$ cat src/rtl/reset_seq_pkg.sv
// rtl/reset_seq_pkg.sv - shared types and cause codes for the reset sequencer
package reset_seq_pkg;

    typedef enum logic [1:0] {
        HOLD    = 2'd0,
        STAGGER = 2'd1,
        RUN     = 2'd2
    } state_e;

    localparam logic [1:0] CAUSE_EXT = 2'b01;
    localparam logic [1:0] CAUSE_SW  = 2'b10;
    localparam logic [1:0] CAUSE_WDT = 2'b11;

endpackage

$ cat src/rtl/reset_seq_wdt.sv
// rtl/reset_seq_wdt.sv - watchdog counter, only instantiated under RESET_SEQ_WDT_EN
// Counts enabled cycles since the last kick; expire is a single-cycle pulse at the terminal count.
module reset_seq_wdt #(
    parameter int WDT_CYCLES = 65536
) (
    input  logic clk,
    input  logic reset,
    input  logic enable,
    input  logic kick,
    output logic expire
);

    localparam int W = (WDT_CYCLES > 1) ? $clog2(WDT_CYCLES) : 1;
    localparam logic [W-1:0] WDT_LAST = W'(WDT_CYCLES - 1);

    logic [W-1:0] wcnt_q, wcnt_d;

    // A kick on the terminal cycle suppresses expiry.
    always_comb begin
        wcnt_d = wcnt_q;
        expire = 1'b0;
        if (!enable || kick) begin
            wcnt_d = '0;
        end else if (wcnt_q == WDT_LAST) begin
            expire = 1'b1;
            wcnt_d = '0;
        end else begin
            wcnt_d = wcnt_q + 1'b1;
        end
    end

    always_ff @(posedge clk) begin
        if (reset) begin
            wcnt_q <= '0;
        end else begin
            wcnt_q <= wcnt_d;
        end
    end

endmodule

$ cat src/rtl/reset_sequencer.sv
// rtl/reset_sequencer.sv - staggered multi-channel reset generator
// Optional watchdog re-trigger is compiled in with RESET_SEQ_WDT_EN.
module reset_sequencer
    import reset_seq_pkg::*;
#(
    parameter int CHANNELS       = 4,
    parameter int HOLD_CYCLES    = 16,
    parameter int STAGGER_CYCLES = 4,
    parameter int WDT_CYCLES     = 65536
) (
    input  logic                clk,
    input  logic                reset,
    input  logic                sw_req,
    input  logic                wdt_kick,
    output logic [CHANNELS-1:0] rst_out,
    output logic                ready,
    output logic [1:0]          cause
);

    localparam int CNT_MAX = (HOLD_CYCLES > STAGGER_CYCLES) ? HOLD_CYCLES : STAGGER_CYCLES;
    localparam int CNT_W   = (CNT_MAX > 1) ? $clog2(CNT_MAX) : 1;
    localparam int IDX_W   = (CHANNELS > 1) ? $clog2(CHANNELS) : 1;

    localparam logic [CNT_W-1:0] HOLD_LAST    = CNT_W'(HOLD_CYCLES - 1);
    localparam logic [CNT_W-1:0] STAGGER_LAST = CNT_W'(STAGGER_CYCLES - 1);
    localparam logic [IDX_W-1:0] IDX_LAST     = IDX_W'(CHANNELS - 1);

    state_e              state_q, state_d;
    logic [CNT_W-1:0]    cnt_q, cnt_d;
    logic [IDX_W-1:0]    idx_q, idx_d;
    logic [CHANNELS-1:0] rst_out_q, rst_out_d;
    logic                ready_q, ready_d;
    logic [1:0]          cause_q, cause_d;
    logic                wdt_expire;

`ifdef RESET_SEQ_WDT_EN
    reset_seq_wdt #(
        .WDT_CYCLES(WDT_CYCLES)
    ) u_wdt (
        .clk    (clk),
        .reset  (reset),
        .enable (state_q == RUN),
        .kick   (wdt_kick),
        .expire (wdt_expire)
    );
`else
    logic unused_kick;
    assign unused_kick = wdt_kick ^ (WDT_CYCLES == 0);
    assign wdt_expire  = 1'b0;
`endif

    always_comb begin
        state_d   = state_q;
        cnt_d     = cnt_q;
        idx_d     = idx_q;
        rst_out_d = rst_out_q;
        ready_d   = ready_q;
        cause_d   = cause_q;

        case (state_q)
            HOLD: begin
                if (cnt_q == HOLD_LAST) begin
                    state_d = STAGGER;
                    cnt_d   = '0;
                    idx_d   = '0;
                end else begin
                    cnt_d = cnt_q + 1'b1;
                end
            end

            STAGGER: begin
                if (sw_req) begin
                    state_d   = HOLD;
                    cnt_d     = '0;
                    idx_d     = '0;
                    rst_out_d = '1;
                    ready_d   = 1'b0;
                    cause_d   = CAUSE_SW;
                end else if (cnt_q == STAGGER_LAST) begin
                    cnt_d = '0;
                    for (int k = 0; k < CHANNELS; k++) begin
                        if (idx_q == IDX_W'(k)) begin
                            rst_out_d[k] = 1'b0;
                        end
                    end
                    // Last channel released: ready rises on the same edge.
                    if (idx_q == IDX_LAST) begin
                        state_d = RUN;
                        ready_d = 1'b1;
                    end else begin
                        idx_d = idx_q + 1'b1;
                    end
                end else begin
                    cnt_d = cnt_q + 1'b1;
                end
            end

            RUN: begin
                if (sw_req || wdt_expire) begin
                    state_d   = HOLD;
                    cnt_d     = '0;
                    idx_d     = '0;
                    rst_out_d = '1;
                    ready_d   = 1'b0;
                    cause_d   = sw_req ? CAUSE_SW : CAUSE_WDT;
                end
            end

            default: begin
                state_d   = HOLD;
                cnt_d     = '0;
                idx_d     = '0;
                rst_out_d = '1;
                ready_d   = 1'b0;
            end
        endcase
    end

    always_ff @(posedge clk) begin
        if (reset) begin
            state_q   <= HOLD;
            cnt_q     <= '0;
            idx_q     <= '0;
            rst_out_q <= '1;
            ready_q   <= 1'b0;
            cause_q   <= CAUSE_EXT;
        end else begin
            state_q   <= state_d;
            cnt_q     <= cnt_d;
            idx_q     <= idx_d;
            rst_out_q <= rst_out_d;
            ready_q   <= ready_d;
            cause_q   <= cause_d;
        end
    end

    assign rst_out = rst_out_q;
    assign ready   = ready_q;
    assign cause   = cause_q;

endmodule

$ cat config.mk
export PLATFORM = sky130hd
export DESIGN_NAME = reset_sequencer
export DESIGN_NICKNAME = d
export VERILOG_FILES = /design/src/rtl/reset_seq_pkg.sv /design/src/rtl/reset_seq_wdt.sv /design/src/rtl/reset_sequencer.sv
export SDC_FILE = /design/constraint.sdc
export NUM_CORES = 1
export LEC_CHECK = 0
export CAP_MARGIN = 20
export CORE_UTILIZATION = 46
export DETAILED_ROUTE_END_ITERATION = 8
export PLACE_DENSITY = 0.72
export SYNTH_ARGS = -nofsm -noshare
export SYNTH_HDL_FRONTEND = slang
export SYNTH_SLANG_ARGS = --single-unit
$ cat constraint.sdc
create_clock -name clk -period 1.5 [get_ports clk]
set_clock_uncertainty 0.1 [all_clocks]
set_input_delay 0.3 -clock clk [delete_from_list [all_inputs] [get_ports clk]]
set_output_delay 0.3 -clock clk [all_outputs]
set_load 0.01 [all_outputs]
==> flow_metrics.tcl <==
set metrics [dict create \
    powerDensity_nw_per_um2 1240 \
    violations "negative setup slack" \
    start_util_pct 50.0 \
    numCtsBuffers 3 \
    drtPass1Iterations 4 \
    swShare_pct 34.1 \
    p_switching_uw 470 \
    synth_ff_type "dfxtp_1" \
    status "complete, but fails checks" \
    ys_types 28 \
    clkSlewWorstSetupHoldPaths_ns 0.09 \
    finalSetupViolations 11 \
    final_nets 131 \
    postRouteAntennaNets 0 \
    drv_cap 0 \
    synth_nets 99 \
    criticalPathCategory "reg2reg" \
    postPlaceCellArea_um2 1030 \
    drt-total-wl_um 1620 \
    regToRegSetupSlack_ns -0.17 \
    seqCellArea_um2 305 \
    die-area_um2 1820 \
    synth_top_cell_by_area "dfxtp_1" \
    place.gp.congestion 0.812 \
    port_buffers 9 \
    cp-start-kind "flip-flop" \
    syn2layout_area_growth_pct 46.1 \
    fin_crit_sh_pct 111 \
    synthArstFlopShare_pct 0 \
    grt_max_degree 10 \
    critPathCaptureType "flip-flop" \
    worstPathMaxFanout 5 \
    diodes 0 \
    cts_tree "built" \
    setup_slack_ns -0.165 \
    antenna_found_initial 0 \
    hpwl_um 1290 \
    p_clk_share_pct 16.9 \
    yosysSeqAreaShare_pct 39.4 \
    pwr-share-seq_pct 38.8 \
    drc_errors 0 \
    avgSynthCellArea_um2 8.76 \
    synth_cells 87 \
    numClockSinks 15 \
    fp.dieH_um 42.7 \
    syn_area_um2 762 \
    maxSlewViolCount 0 \
    stdcell_area_um2 1110 \
    synth_seq_cells 15 \
    irDropWorstVdd_mv 0.658 \
    design.core.area_um2 1520 \
    hold_ws_ns 0.353 \
    grt_pass1_wl_um 2890 \
    track_usage_pct 20.9 \
    finalHoldViolCount 0 \
    die_w_um 42.7 \
    rsz0062_at_grt "yes" \
    viasPerCell 5.13 \
    yosys-top-cells-area "dfxtp_1 39%, ha_1 13%, nand2_1 6.4%" \
    crit_path_max_incr_delay_ns 0.36 \
    relSlewSlack_pct 80.1 \
    htree_levels 1 \
    vias 688 \
    crit_slowest_cell "dfxtp_2" \
    wl_per_cell_um 12.1 \
    p_int_uw 907 \
    ys_top_cells_by_count "15 x dfxtp_1, 13 x nand2_1, 10 x inv_1" \
    cts-root-buf "clkbuf_4" \
    grt_pass1_vias 713 \
    yosysMostFrequentCell "dfxtp_1" \
    worstPathArrival_ns 1.74 \
    crit_chain "inv_2 -> ha_4 -> nor4b_4 -> a2bb2oi_4 -> nand2_1 -> a32o_1" \
    yosys_warnings 0 \
    tightest_slew_ns 0.297 \
    cts.path.max_buffers 2 \
    synth_top_area_share_pct 39.4 \
    max_freq_ghz 0.601 \
    first_iter_violations 11 \
    synth_edf_count 0 \
    multi_input_area_um2 499 \
    ioPinCount 11 \
    grt.overflow.total 0 \
    period_needed_ns 1.67 \
    dpl_worst_slack_ns -0.345 \
    p_leak_uw 0.000473 \
    clk_latency_ns 0.28 \
    nFillCells 120 \
    drive_above_1_share_pct 33.9 \
    hold_class "reg2reg" \
    placementRows 14 \
    comb_power_share_pct 44.3 \
    required_ns 1.58 \
]
[placed cells by master, fill, tap and decap left out, types with 2 or more instances in the layout]
cell,n
a21oi_1,5
buf_4,19
clkbuf_4,3
clkdlybuf4s50_1,2
dfxtp_1,11
dfxtp_2,4
dlygate4sd2_1,7
ha_1,5
ha_4,2
inv_1,9
nand2_1,13
nand2b_1,2
nand3_1,3
nor2_1,2
nor2b_4,2
nor3_1,3
o21ai_0,4
o21ai_1,2
[final timing paths]
path | start | to | depth (start not counted)
max | state_q[0] | idx_q[0] | 6
min | cause[0] | cause[0] | 2
max reg2reg | state_q[0] | idx_q[0] | 6
min reg2reg | cause[0] | cause[0] | 2
[power by group through the flow]
stage,Combinational (uW),Clock [uW],Sequential (uW)
final,610,233,534
after global routing,667,259,544
after CTS,561,242,535
after detailed placement,545,0,544
after global placement,525,0,542
after floorplan,283,0,560
[flip-flops by register name, indices dropped and copies added (netlist names)]
name     flops
cnt_q        4
rst_out      4
cause        2
idx_q        2
state_q      2
ready        1
[timing repair]
item                                    4_1_cts  5_1_grt
hold buffers                                  0        0
pin swaps                                     7        3
hold endpoints to repair                      0        0
resized for setup                             9       10
buffers inserted                              2        0
endpoints found under the setup margin       19       13
[cells by family after synthesis]
group / after synthesis / synth area share [%]
adders and majority gates: 8 / 13.1
xor gates and xnor gates: 1 / 1.15
buffers and inverters: 11 / 5.42
and+or+nand+nor: 29 / 20.5
DFF: 15 / 39.4
AOI/OAI and AO/OA: 23 / 20.4
[cell type report]
| class | count | share of cell area (%) |
|---|---|---|
| tap | 16 | 1.80 |
| clock inverter | 1 | 0.449 |
| multi-input combinational | 61 | 44.8 |
| timing repair buffer | 28 | 20.1 |
| sequential | 15 | 27.4 |
| clock buffer | 3 | 2.02 |
| inverter | 10 | 3.37 |
[per-stage QoR]
step                      TNS (ns)  utilization (%)  total power, uW  instances
after floorplan            -0.0362                -              843         87
after global placement       -2.48             67.7             1070        128
after detailed placement     -3.16             67.7             1090        128
after CTS                    -1.06             70.3             1340        134
after global routing         -1.90             73.1             1470        134
final                       -0.977             73.1             1380        134
[worst max-delay path, delay by kind of cell (launching register included)]
family / cells / cell delay, ns
buffers and inverters: 1 / 0.06
and+or+nand+nor: 2 / 0.38
adders and majority gates: 1 / 0.18
AOI/OAI and AO/OA: 2 / 0.48
DFF: 1 / 0.36
[layer usage]
layer | share of wire (%) | routed length [um] | track usage (%) | vias to the layer above
li1 | - | - | - | 358
met1 | 46 | 739 | 23.9 | 321
met2 | 52 | 839 | 37.0 | 7
met3 | 2.0 | 33 | 4.26 | 2
met4 | 0.56 | 9 | 8.75 | 0
met5 | 0 | 0 | 0 | -
No activity file was read; power rests on OpenSTA's default activity.
